**config.mk**
```make
export PLATFORM = sky130hd
export DESIGN_NAME = uart_tx_drain
export DESIGN_NICKNAME = d
export VERILOG_FILES = /design/src/rtl/uart_tx_drain.sv
export SDC_FILE = /design/constraint.sdc
export NUM_CORES = 1
export LEC_CHECK = 0
export ABC_AREA = 1
export BUFFER_PORTS_ARGS = -buffer_cell sky130_fd_sc_hd__clkbuf_2
export CORE_MARGIN = 8
export CORE_UTILIZATION = 61
export CTS_CLUSTER_DIAMETER = 40
export DETAILED_ROUTE_END_ITERATION = 16
export PLACE_DENSITY = 0.89
export SYNTH_ARGS = -nofsm -noshare
export SYNTH_HDL_FRONTEND = slang
export SYNTH_SLANG_ARGS = --single-unit
```
**constraint.sdc**
```tcl
create_clock -name clk -period 2.3 [get_ports clk]
set_input_delay 0.345 -clock clk [delete_from_list [all_inputs] [get_ports clk]]
set_output_delay 0.345 -clock clk [all_outputs]
set_load 0.005 [all_outputs]
```
**src/rtl/uart_tx_drain.sv**
```systemverilog
// Drains bytes from the upstream FIFO and serialises each one as a UART frame:
// start bit, 8 data bits LSB first, optional parity bit, then 1 or 2 stop bits.
module uart_tx_drain #(
    parameter int CLKS_PER_BIT = 16,
    parameter int PARITY_EN    = 0,
    parameter int PARITY_ODD   = 0,
    parameter int STOP_BITS    = 1
) (
    input  logic        clk,
    input  logic        reset,
    input  logic        en,
    input  logic        fifo_empty,
    input  logic [7:0]  fifo_dout,
    output logic        fifo_rd_en,
    output logic        tx,
    output logic        busy,
    output logic        frame_done,
    output logic [15:0] frames_sent
);

    localparam int                BAUD_W    = $clog2(CLKS_PER_BIT);
    localparam logic [BAUD_W-1:0] BAUD_LAST = BAUD_W'(CLKS_PER_BIT - 1);
    localparam logic [2:0]        STOP_LAST = 3'(STOP_BITS - 1);
    localparam logic              ODD_INV   = (PARITY_ODD != 0);
    localparam logic              PAR_ON    = (PARITY_EN != 0);

    typedef enum logic [2:0] {
        S_IDLE, S_FETCH, S_LOAD, S_START, S_DATA, S_PARITY, S_STOP
    } state_t;

    state_t            state_q, state_d;
    logic [BAUD_W-1:0] baud_q, baud_d;
    logic [2:0]        bit_cnt_q, bit_cnt_d;
    logic [7:0]        shift_q, shift_d;
    logic              parity_q, parity_d;
    logic              tx_q, tx_d;
    logic [15:0]       frames_sent_q, frames_sent_d;
    logic              frame_done_c;
    logic              baud_last;

    assign baud_last = (baud_q == BAUD_LAST);

    always_comb begin
        state_d       = state_q;
        baud_d        = '0;
        bit_cnt_d     = bit_cnt_q;
        shift_d       = shift_q;
        parity_d      = parity_q;
        tx_d          = tx_q;
        frames_sent_d = frames_sent_q;
        frame_done_c  = 1'b0;

        // Bit-timed states share one baud counter that restarts at every bit boundary.
        if (state_q == S_START || state_q == S_DATA ||
            state_q == S_PARITY || state_q == S_STOP) begin
            baud_d = baud_last ? '0 : baud_q + 1'b1;
        end

        case (state_q)
            S_IDLE: begin
                tx_d = 1'b1;
                if (en && !fifo_empty) state_d = S_FETCH;
            end
            S_FETCH: state_d = S_LOAD;
            S_LOAD: begin
                shift_d   = fifo_dout;
                parity_d  = (^fifo_dout) ^ ODD_INV;
                bit_cnt_d = '0;
                tx_d      = 1'b0;
                state_d   = S_START;
            end
            S_START: begin
                if (baud_last) begin
                    tx_d    = shift_q[0];
                    state_d = S_DATA;
                end
            end
            S_DATA: begin
                if (baud_last) begin
                    shift_d   = shift_q >> 1;
                    bit_cnt_d = bit_cnt_q + 3'd1;
                    if (bit_cnt_q == 3'd7) begin
                        bit_cnt_d = '0;
                        if (PAR_ON) begin
                            tx_d    = parity_q;
                            state_d = S_PARITY;
                        end else begin
                            tx_d    = 1'b1;
                            state_d = S_STOP;
                        end
                    end else begin
                        tx_d = shift_q[1];
                    end
                end
            end
            S_PARITY: begin
                if (baud_last) begin
                    tx_d      = 1'b1;
                    bit_cnt_d = '0;
                    state_d   = S_STOP;
                end
            end
            S_STOP: begin
                // bit_cnt_q counts completed stop bits here
                if (baud_last) begin
                    if (bit_cnt_q == STOP_LAST) begin
                        frame_done_c  = 1'b1;
                        frames_sent_d = frames_sent_q + 16'd1;
                        bit_cnt_d     = '0;
                        state_d       = S_IDLE;
                    end else begin
                        bit_cnt_d = bit_cnt_q + 3'd1;
                    end
                end
            end
            default: begin
                tx_d    = 1'b1;
                state_d = S_IDLE;
            end
        endcase
    end

    always_ff @(posedge clk or posedge reset) begin
        if (reset) begin
            state_q       <= S_IDLE;
            baud_q        <= '0;
            bit_cnt_q     <= '0;
            shift_q       <= '0;
            parity_q      <= 1'b0;
            tx_q          <= 1'b1;
            frames_sent_q <= '0;
        end else begin
            state_q       <= state_d;
            baud_q        <= baud_d;
            bit_cnt_q     <= bit_cnt_d;
            shift_q       <= shift_d;
            parity_q      <= parity_d;
            tx_q          <= tx_d;
            frames_sent_q <= frames_sent_d;
        end
    end

    assign fifo_rd_en  = (state_q == S_FETCH);
    assign busy        = (state_q != S_IDLE);
    assign tx          = tx_q;
    assign frame_done  = frame_done_c;
    assign frames_sent = frames_sent_q;

endmodule
```
==> results.md <==
* Layout cells sized above 1 at 0.1700
* Clock latency at the later pin of the worst-skew pair at about 340 ps
* Largest net degree at the start of global routing at 36
* Global-route congestion overflow total at 0
* # hold bufs at CTS at 0
* Post-synthesis cell area at between 2000 and 2500 µm²
* Initial Utilization at 0.6244
* Global-route wire length before repair at roughly 7.1 mm
* Status: completed
* Peak VDD IR at between 0.0005 and 0.0006 V
* Routed wire length at ~4.2 mm
* Max-slew violations at 0
* Register area at 877.1 µm²
* DR vias at roughly 1800
* Sequential area share after synthesis at 0.4277
* Die area at 5473 µm²
* Count leader, synth: nand2_1
* Yosys warns at 0
* Hold WS at 48.36 ps
* Arr. time, crit path at between 1500 and 2000 ps
* Vias/cell at ~5.2
* Async S/R FF share, synth at 1.000
* Setup TNS at 0 ps
* Endpoint type of the worst setup path: output pin
* Worst hold path type: input pin to async pin
* Post-DR wirelength/cell at between 10 and 15 µm
* Syn Area/Cell at a little under 8 µm²
* Critical Path Most Common Cell: inv_2
* Area Growth Syn to Fin at 10.07%
* Final setup violation count at 0
* CP Launch Type: register
* Post-Syn Nets at between 200 and 300
* Worst Path Required at about 2000 ps
* Max-slew headroom at 0.6360
* Placed cell count at about 340
* Initial DRT Pass Iterations at 4
* Post-synth top area cell: dfrtp_1
* TritonCTS clock tree: done
* IO Count at 32
* Cell area after layout at around 2300 µm²
* Rows at 21
* DIE WIDTH at around 74 µm
* Seq cells post-synth at 35
* Mapped Cells at between 200 and 300
* CP Max Fanout at 17
* Multi-input gate area at between 900 and 1000 µm²
* Port Buffer Count at 31
* Synth Flop Type: dfrtp_1
* Post-route DRC at 0
* Hold Fails Final Rpt at 0
* Ranking of synthesized cells by area: dfrtp_1 (41%), nand2_1 (14%), inv_1 (5.7%)
* RSZ-0062 raised after global routing: no
* DR iter-0 viols at 130
* Distinct cell type count after synthesis at 27
* Setup Fix Bufs, Post-CTS at 0
* Clk Tree Root Cell: clkbuf_4
* Post_cts resized at 0
* Antenna violations before repair at 0
* CTS Buf Count at 5
* Leakage at between 1 and 1.5 nW
* Crit path cell chain: nand3_2 > inv_2 > nand2_2 > inv_2 > clkbuf_2
* Post-synth top cells: nand2_1 (78), dfrtp_1 (34), inv_1 (31)
* Vias in the first global route at between 1500 and 2000
* Sink Count at 35
* CORE AREA at around 3300 µm²
* Clk buf depth at 2
* Antenna cells at 0
* Routability Congestion at about 0.86
* Post-synth EDFFs at 0
* Fillcell total at 300
* Finished Layout Cells at ~350
* Routed Antenna Nets at 0
* Measured slew at the worst slew-check pin at about 550 ps
* Max_cap viols at 0
* DP HPWL at 3.174 mm
* Nets at between 300 and 400
* GRT Util Overall at 0.1655
* Placed Area at roughly 2200 µm²
* Clock edge transition at the registers on the reported setup and hold paths at 110 ps
* Min Clock Period, post-route at roughly 2200 ps
* Top cell type's share of synthesized area at 0.4149
* Die span in y at around 74 µm
* CP bufs+invs at 3
* Total design power at between 0.0015 and 0.002 W
* Achievable frequency at ~0.46 GHz
* WS Path Type: register to output pin
* CP top delay family: flip-flops
* Max incr delay on CP at 600 ps
* Period utilization at 0.9354
* CP max-delay cell: dfrtp_1
* Power per standard cell area at between 700 and 800 nW/µm²
* CTS H-tree lvls at 2
* Clock Skews at ~11 ps
## worst paths after layout
path | from | end | slack, ps | cells past startpoint
worst max-delay path | state_q[1] | frame_done | 150 | 5
worst min-delay path | reset | frames_sent[13] | 50 | 3
worst max register to register | state_q[1] | frames_sent[15] | 650 | 7
worst min register to register | frames_sent[15] | frames_sent[15] | 510 | 2
max in group asynchronous | reset | tx | 1920 | 3
min in group clk | fifo_dout[7] | shift_q[7] | 240 | 3
## logic make-up after synthesis
logic type | after synthesis | synth area share
adders and majority gates | 6 | 0.03661
DFF | 35 | 0.4277
xor gates and xnor gates | 10 | 0.04271
and+or+nand+nor | 147 | 0.3234
buffers and inverters | 41 | 0.09518
AOI/OAI and AO/OA | 28 | 0.07444
## metrics by stage
stage,util,setup slack (ps)
3_3_place_gp,0.6709,582.5
5_1_grt,0.6872,9.235
6_report,0.6872,148.6
2_1_floorplan,-,940.2
3_5_place_dp,0.6709,539.1
4_1_cts,0.6872,151.8
## placed cells by master (no fill, tap or decap), types with 2 or more instances in the layout
cell type / instances
dfrtp_1: 34
nor2_1: 26
clkbuf_2: 31
nand2_1: 78
ha_1: 6
xor2_1: 7
xnor2_1: 3
nand3_1: 19
inv_1: 31
nand3_2: 2
nand3b_1: 3
inv_2: 3
o21ai_1: 3
clkbuf_4: 5
nand4_1: 11
nor3_1: 3
o21ai_0: 21
## worst min-delay path, delay by kind of cell
family,cells,cell delay [ps]
buffers and inverters,3,490
## area by class of cell
cell class,count,share of cell area
multi-input combinational,191,0.4335
clock inverter,2,0.005543
tap,46,0.02550
timing repair buffer,32,0.07206
inverter,34,0.05654
clock buffer,6,0.01829
sequential,35,0.3886
## flip-flops by register name, summed over array words and instances (netlist names)
| register | count |
|---|---|
| shift_q | 8 |
| frames_sent | 16 |
| tx | 1 |
| bit_cnt_q | 3 |
| baud_q | 4 |
| state_q | 3 |
## report_power, final
group / total, W / leakage [nW] / switching [W] / internal, W
clock network: 0.000327 / 0.0282 / 0.000209 / 0.000118
logic: 0.000474 / 0.750 / 0.000294 / 0.000180
registers: 0.000823 / 0.467 / 0.0000946 / 0.000729
## metal layers
layer | wire length [µm] | global-route usage | share of wire
met1 | 1865 | 0.1998 | 0.45
met2 | 1911 | 0.2568 | 0.46
met3 | 295 | 0.05121 | 0.070
met4 | 113 | 0.09091 | 0.027
met5 | 0 | 0 | 0
Power figures use the tool's default switching activity.
